`src/rtl/sync_fifo_param.sv`:
```
// rtl/sync_fifo_param.sv - parameterised single-clock FIFO with thresholds and sticky error flags
// Define SYNC_FIFO_FWFT_EN for first-word-fall-through reads; default is registered reads.
module sync_fifo_param #(
    parameter int DATA_WIDTH    = 8,
    parameter int ADDR_WIDTH    = 4,
    parameter int AFULL_THRESH  = 12,
    parameter int AEMPTY_THRESH = 2
) (
    input  logic                  clk,
    input  logic                  rst,
    input  logic                  wr_en,
    input  logic [DATA_WIDTH-1:0] wr_data,
    input  logic                  rd_en,
    output logic [DATA_WIDTH-1:0] rd_data,
    output logic                  rd_valid,
    output logic                  full,
    output logic                  empty,
    output logic                  almost_full,
    output logic                  almost_empty,
    output logic [ADDR_WIDTH:0]   fill_count,
    output logic                  overflow,
    output logic                  underflow
);

    localparam int DEPTH = 1 << ADDR_WIDTH;
    localparam logic [ADDR_WIDTH:0] DEPTH_CNT = (ADDR_WIDTH+1)'(DEPTH);
    localparam logic [ADDR_WIDTH:0] AF_CNT    = (ADDR_WIDTH+1)'(AFULL_THRESH);
    localparam logic [ADDR_WIDTH:0] AE_CNT    = (ADDR_WIDTH+1)'(AEMPTY_THRESH);

    logic [DATA_WIDTH-1:0] mem [DEPTH];
    logic [ADDR_WIDTH-1:0] wr_ptr;
    logic [ADDR_WIDTH-1:0] rd_ptr;
    logic                  push_acc;
    logic                  pop_acc;

    // A push into a full FIFO is legal only when the head is leaving on the same edge.
    assign push_acc = wr_en & (~full | rd_en);
    assign pop_acc  = rd_en & ~empty;

    assign full         = (fill_count == DEPTH_CNT);
    assign empty        = (fill_count == '0);
    assign almost_full  = (fill_count >= AF_CNT);
    assign almost_empty = (fill_count <= AE_CNT);

    always_ff @(posedge clk) begin
        if (push_acc && !rst) begin
            mem[wr_ptr] <= wr_data;
        end
    end

    always_ff @(posedge clk) begin
        if (rst) begin
            wr_ptr     <= '0;
            rd_ptr     <= '0;
            fill_count <= '0;
            overflow   <= 1'b0;
            underflow  <= 1'b0;
        end else begin
            if (push_acc) begin
                wr_ptr <= wr_ptr + 1'b1;
            end
            if (pop_acc) begin
                rd_ptr <= rd_ptr + 1'b1;
            end
            fill_count <= fill_count + (ADDR_WIDTH+1)'(push_acc) - (ADDR_WIDTH+1)'(pop_acc);
            if (wr_en && full && !rd_en) begin
                overflow <= 1'b1;
            end
            if (rd_en && empty) begin
                underflow <= 1'b1;
            end
        end
    end

`ifdef SYNC_FIFO_FWFT_EN
    assign rd_data  = mem[rd_ptr];
    assign rd_valid = ~empty;
`else
    always_ff @(posedge clk) begin
        if (rst) begin
            rd_data  <= '0;
            rd_valid <= 1'b0;
        end else begin
            rd_valid <= pop_acc;
            if (pop_acc) begin
                rd_data <= mem[rd_ptr];
            end
        end
    end
`endif

endmodule

```
`config.mk`:
```
export PLATFORM = sky130hd
export DESIGN_NAME = sync_fifo_param
export DESIGN_NICKNAME = d
export VERILOG_FILES = /design/src/rtl/sync_fifo_param.sv
export SDC_FILE = /design/constraint.sdc
export NUM_CORES = 1
export LEC_CHECK = 0
export CAP_MARGIN = 5
export CORE_AREA = 2 2 125 176
export CTS_BUF_LIST = sky130_fd_sc_hd__clkbuf_8
export DETAILED_ROUTE_END_ITERATION = 6
export DIE_AREA = 0 0 127 178
export GPL_TIMING_DRIVEN = 0
export PLACE_DENSITY_LB_ADDON = 0.2
export SLEW_MARGIN = 20
export SYNTH_ARGS = -nofsm -noshare
export SYNTH_HDL_FRONTEND = slang
export SYNTH_SLANG_ARGS = --single-unit
```
`constraint.sdc`:
```
create_clock -name clk -period 3.9 [get_ports clk]
set_input_delay 0.78 -clock clk [delete_from_list [all_inputs] [get_ports clk]]
set_output_delay 0.78 -clock clk [all_outputs]
set_load 0.01 [all_outputs]
```
### Yosys cells after proc, flatten, opt, wreduce, memory -nomap -nowiden

Memory sizes are Yosys's and may differ from the RTL's. A register that Yosys moved wholly into a read port is not among the register bits.
Cells that the tools add are included.

| storage, ports and cells | value |
|---|---|
| register bits after elaboration | 16 |
| bits in writable memories | 128 |
| bits of input ports | 12 |
| word-level logic and storage cells | 28 |
| memories kept | 1 |

Memories:

| name | depth | bits a word | rd ports | clocked after memory_dff | write ports | line | source |
|---|---|---|---|---|---|---|---|
| mem | 16 | 8 | 1 | 1 | 1 | 30 | `logic [DATA_WIDTH-1:0] mem [DEPTH];` |

| cells by class | value |
|---|---|
| add/subtract/negate cells | 4 |
| $lt $le $gt $ge | 2 |
| eq/ne operators | 1 |
| mux-type cells | 2 |
| bitwise operators | 5 |
| reduce and logical (&&, ||, !) cells | 7 |

Operator list:

| operator | number |
|---|---|
| adder 4 x 1 -> 4 bit, second input constant | 2 |
| adder 5 x 1 -> 5 bit | 1 |
| equality test 5 bit, second input constant | 1 |
| >= comparator 5 x 4 -> 1 bit, second input constant | 1 |
| less-or-equal comparator 5 x 2 -> 1 bit, second input constant | 1 |
| zero test 5 bit | 1 |
| subtractor 5 x 1 -> 5 bit | 1 |
| logical AND 1 bit | 4 |
| bitwise AND 1 bit | 2 |
| zero test 1 bit | 2 |
| 2-to-1 mux 1 bit | 2 |
| NOT 1 bit | 2 |
| OR 1 bit | 1 |

### Longest topological paths before layout

| logic depth | value |
|---|---|
| depth after elaboration | 7 |
| mapped depth | 13 |
| mapped depth without buffers | 13 |

### Worst setup path after synthesis

Ideal clock, no wire load.

| path | value |
|---|---|
| path type | reg2reg |
| from | register fill_count[2] |
| to | register fill_count[4] |
| setup time | 0.070 ns |
| arrival time | 2.740 ns |
| data required time | 3.830 ns |
| slack | 1.091 ns |
| stages on the path, launching flop included | 14 |
| path buffers | 0 |
| path through | dfxtp_1 > inv_1 > ha_1 > or4b_4 > nand2_2 > inv_1 > ha_1 > inv_1 > ha_1 > fa_1 > nand2b_1 > a21oi_1 > or3_1 > a21oi_1 |

| between the ends | value |
|---|---|
| elaborated cells between the ends (all ways) | 9 |
| classes of those cells | add/sub: 2; eq/ne: 1; bitwise: 5; reduce/logical: 1 |

RTL lines:

| item | line | source |
|---|---|---|
| from (decl) | 20 | `output logic [ADDR_WIDTH:0] fill_count,` |
| from (signal assigned) | 65 | `fill_count <= fill_count + (ADDR_WIDTH+1)'(push_acc) - (ADDR_WIDTH+1)'(pop_acc);` |
| zero test 5 bit | 41 | `assign empty = (fill_count == '0);` |
| NOT 1 bit | 38 | `assign pop_acc = rd_en & ~empty;` |
| bitwise AND 1 bit | 38 |  |
| via pop_acc | 34 | `logic pop_acc;` |
| subtractor 5 x 1 -> 5 bit | 65 |  |

The timed path passes the listed nets, and every way through them passes these cells.
A chain may end at the register's enable or synchronous reset.

### Worst setup path after layout

| path | value |
|---|---|
| from | register fill_count[2] |
| to | output empty |

| between the ends | value |
|---|---|
| longest elaborated chain between the ends | 1 |

RTL lines:

| item | line | source |
|---|---|---|
| zero test 5 bit | 41 |  |
| to (decl) | 17 | `output logic empty,` |

No other way between the ends.

==> flow_summary.ini <==
[sta]
rsz0062_at_grt = no
fmax_ghz = 0.3274
clock-skew-final_ns = 0.01893
drv_slew = 0
setup_viol = 0
tightestPinTransition_ns = 1.019
setup_tns_ns = 0
slew_headroom_pct = 31.81
finalHoldViolations = 0
finalCritPeriodShare_pct = 78.31
period_minus_slack_ns = 3.054

[place]
hpwl_um = 9364
placed_area_um2 = 6919
place_congestion = 0.7651
port_buffers = 31
dp_cells = 632

[floorplanning]
placement_rows = 63
io_pins = 32
initial_utilization_pct = 29.73
dieHeight_um = 178
core_um2 = 20970
dieArea_um2 = 22610
fp.dieW_um = 127

[worst_hold_path]
hold_path.class = flop to flop

[global_route]
grt_max_degree = 17
grt_pass1_vias = 3342
grt_usage_pct = 12.84
grt_pass1_wl_um = 20560
overflow = 0
antenna_found_initial = 0

[synth]
synth_largest_area_cell = edfxtp_1
ys_top_cells_by_count = edfxtp_1 (128), nor2_1 (25), dfxtp_1 (24)
synth_seq_cells = 152
synth_top_area_share_pct = 61.66
synth.distinct_cells = 40
syn-mean-instance-area_um2 = 18.50
post-synth-top-count-cell = edfxtp_1
synth-async-reset-ratio_pct = 0
syn_nets = 365
synth_area_leaders = edfxtp_1 (62%), dfxtp_1 (7.7%), mux4_2 (6.9%), mux4_1 (5.5%), ha_1 (3.0%)
syn_inst = 337
synth_edf_count = 128
syn-cell-area_um2 = 6233
ys_seq_area_share_pct = 69.37
yosysWarnings = 0
ys.flop_type = edfxtp_1

[pwr]
leakagePower_nw = 2.414
vdd_drop_max_mv = 0.2230
powerDensity_nw_per_um2 = 582.2

[cells_and_area]
area_growth_pct = 17.66
fin_cells = 664
n_antenna_cell = 0
fin_nets = 419
post-route-cell-area_um2 = 7335
drive_gt1_share_pct = 18.56

[clock_network]
post_cts_resized = 0
tritoncts = built
clk_latency_ns = 0.45
cts_buffers = 17
cts_setup_buffers = 0
cts_max_path_buffers = 2
htree_levels = 4
clock_sinks = 152
cts.reportedPaths.clkPinSlew_ns = 0.09
hold_buffers = 0
cts_root_buffer = clkbuf_8

[critical_path]
cp.required_ns = 3.12
crit_family = buffers and inverters
setup.worst_path.class = flop to output pin
critPathCaptureType = output pin
cp_max_fo = 5
crit_path_top_delay_cell = clkdlybuf4s50_1
cpPeakStageDelay_ns = 0.54
critPathArrivalTime_ns = 2.27
cp_cell_sequence = inv_1 -> ha_1 -> or4b_4 -> inv_1 -> clkdlybuf4s50_1
cp_num_buf_inv = 3
critPathLaunchType = flop
r2r_slack_ns = 0.85
cpMostUsedCell = inv_1

[detailed_routing]
routed_wl_um = 13620
avgViaCountPerCell = 4.732
drt-initial-drc-count = 203
wl_per_cell_um = 20.51
ant_nets = 0
vias = 3142
drc = 0
firstDrtPassIters = 4

[outcome]
status = completed

[run]
max_cap_viol_count = 0
==> flip-flops by register name, summed over array words and instances (netlist names) <==
name / count
rd_valid: 1
rd_ptr: 4
mem: 128
fill_count: 5
underflow: 1
overflow: 1
rd_data: 8
wr_ptr: 4
==> power breakdown <==
group	leakage, nW	switching, mW	internal, mW
clock	0.225	0.571	0.689
combinational	0.839	0.523	0.579
sequential	1.35	0.0698	1.84
total	2.41	1.16	3.11
==> final cells by class <==
| cell class | count | area (um^2) |
|---|---|---|
| fillers | 2000 | 13630 |
| plain buffers | 16 | 160.2 |
| clock buffers | 17 | 234.0 |
| well taps | 260 | 325.3 |
| multi-input cells | 155 | 1717 |
| flip-flops and latches | 152 | 4324 |
| inverters | 14 | 52.55 |
| clock inverters | 15 | 181.4 |
| repair buffers | 35 | 340.3 |
==> layer usage <==
layer  wire (um)  vias up  global-route usage, %  part of all wire, %
met4         242        0                  5.357                  1.8
li1            -     1438                      -                    -
met1        5388     1611                  14.44                   40
met3         488       15                  2.669                  3.6
met2        7496       78                  23.54                   55
met5           0        -                      0                    0
==> cell families after synthesis <==
| kind of cell | after synthesis | synth area share, % |
|---|---|---|
| flip-flops | 152 | 69.37 |
| XOR/XNOR | 7 | 0.9836 |
| adder cells (fa/ha/maj) | 16 | 3.332 |
| AO/OA/AOI/OAI | 24 | 2.750 |
| AND/OR/NAND/NOR | 59 | 5.078 |
| buffers and inverters | 30 | 3.412 |
| multiplexers | 49 | 15.07 |
==> through the flow <==
stage               setup slack, ns  power (mW)  utilization, %  hold slack (ns)
global placement             0.2011       3.065           32.76           0.4517
finish                       0.8461       4.270           34.98           0.4763
CTS                          0.7811       4.338           34.98           0.4844
floorplan                     1.091       2.662               -           0.4996
global route                 0.6484       4.486           34.98           0.4943
detailed placement           0.5721       3.076           33.00           0.4597
==> placed cells by master, fill, tap and decap left out, types with 4 or more instances in the layout <==
| cell type | synthesis | final |
|---|---|---|
| mux2i_1 | 17 | 17 |
| mux4_2 | 19 | 19 |
| nand2_1 | 7 | 7 |
| a21oi_1 | 6 | 6 |
| nor3_2 | 0 | 4 |
| ha_1 | 15 | 15 |
| nand3b_1 | 8 | 8 |
| nor2_1 | 25 | 25 |
| bufinv_16 | 0 | 4 |
| mux4_1 | 13 | 13 |
| edfxtp_1 | 128 | 128 |
| xor2_1 | 4 | 4 |
| inv_1 | 14 | 15 |
| clkdlybuf4s50_1 | 0 | 31 |
| o221ai_1 | 8 | 8 |
| clkinv_2 | 0 | 6 |
| dfxtp_1 | 24 | 24 |
| buf_4 | 3 | 7 |
| clkbuf_8 | 2 | 19 |
==> tightest hold or removal path, delay by kind of cell, from the launching register on <==
kind | cells | cell delay [ns]
AO/OA/AOI/OAI | 1 | 0.04
AND/OR/NAND/NOR | 1 | 0.07
flip-flops | 1 | 0.34
==> path summary, 6_finish.rpt <==
| check | startpoint | end | cells after the start |
|---|---|---|---|
| min | underflow$_SDFFE_PP0P_ | underflow$_SDFFE_PP0P_ | 2 |
| min reg2reg | underflow$_SDFFE_PP0P_ | underflow$_SDFFE_PP0P_ | 2 |
| max | fill_count[2]$_SDFF_PP0_ | empty | 5 |
| max reg2reg | fill_count[2]$_SDFF_PP0_ | fill_count[4]$_SDFF_PP0_ | 13 |
No activity file was read; power rests on OpenSTA's default activity.
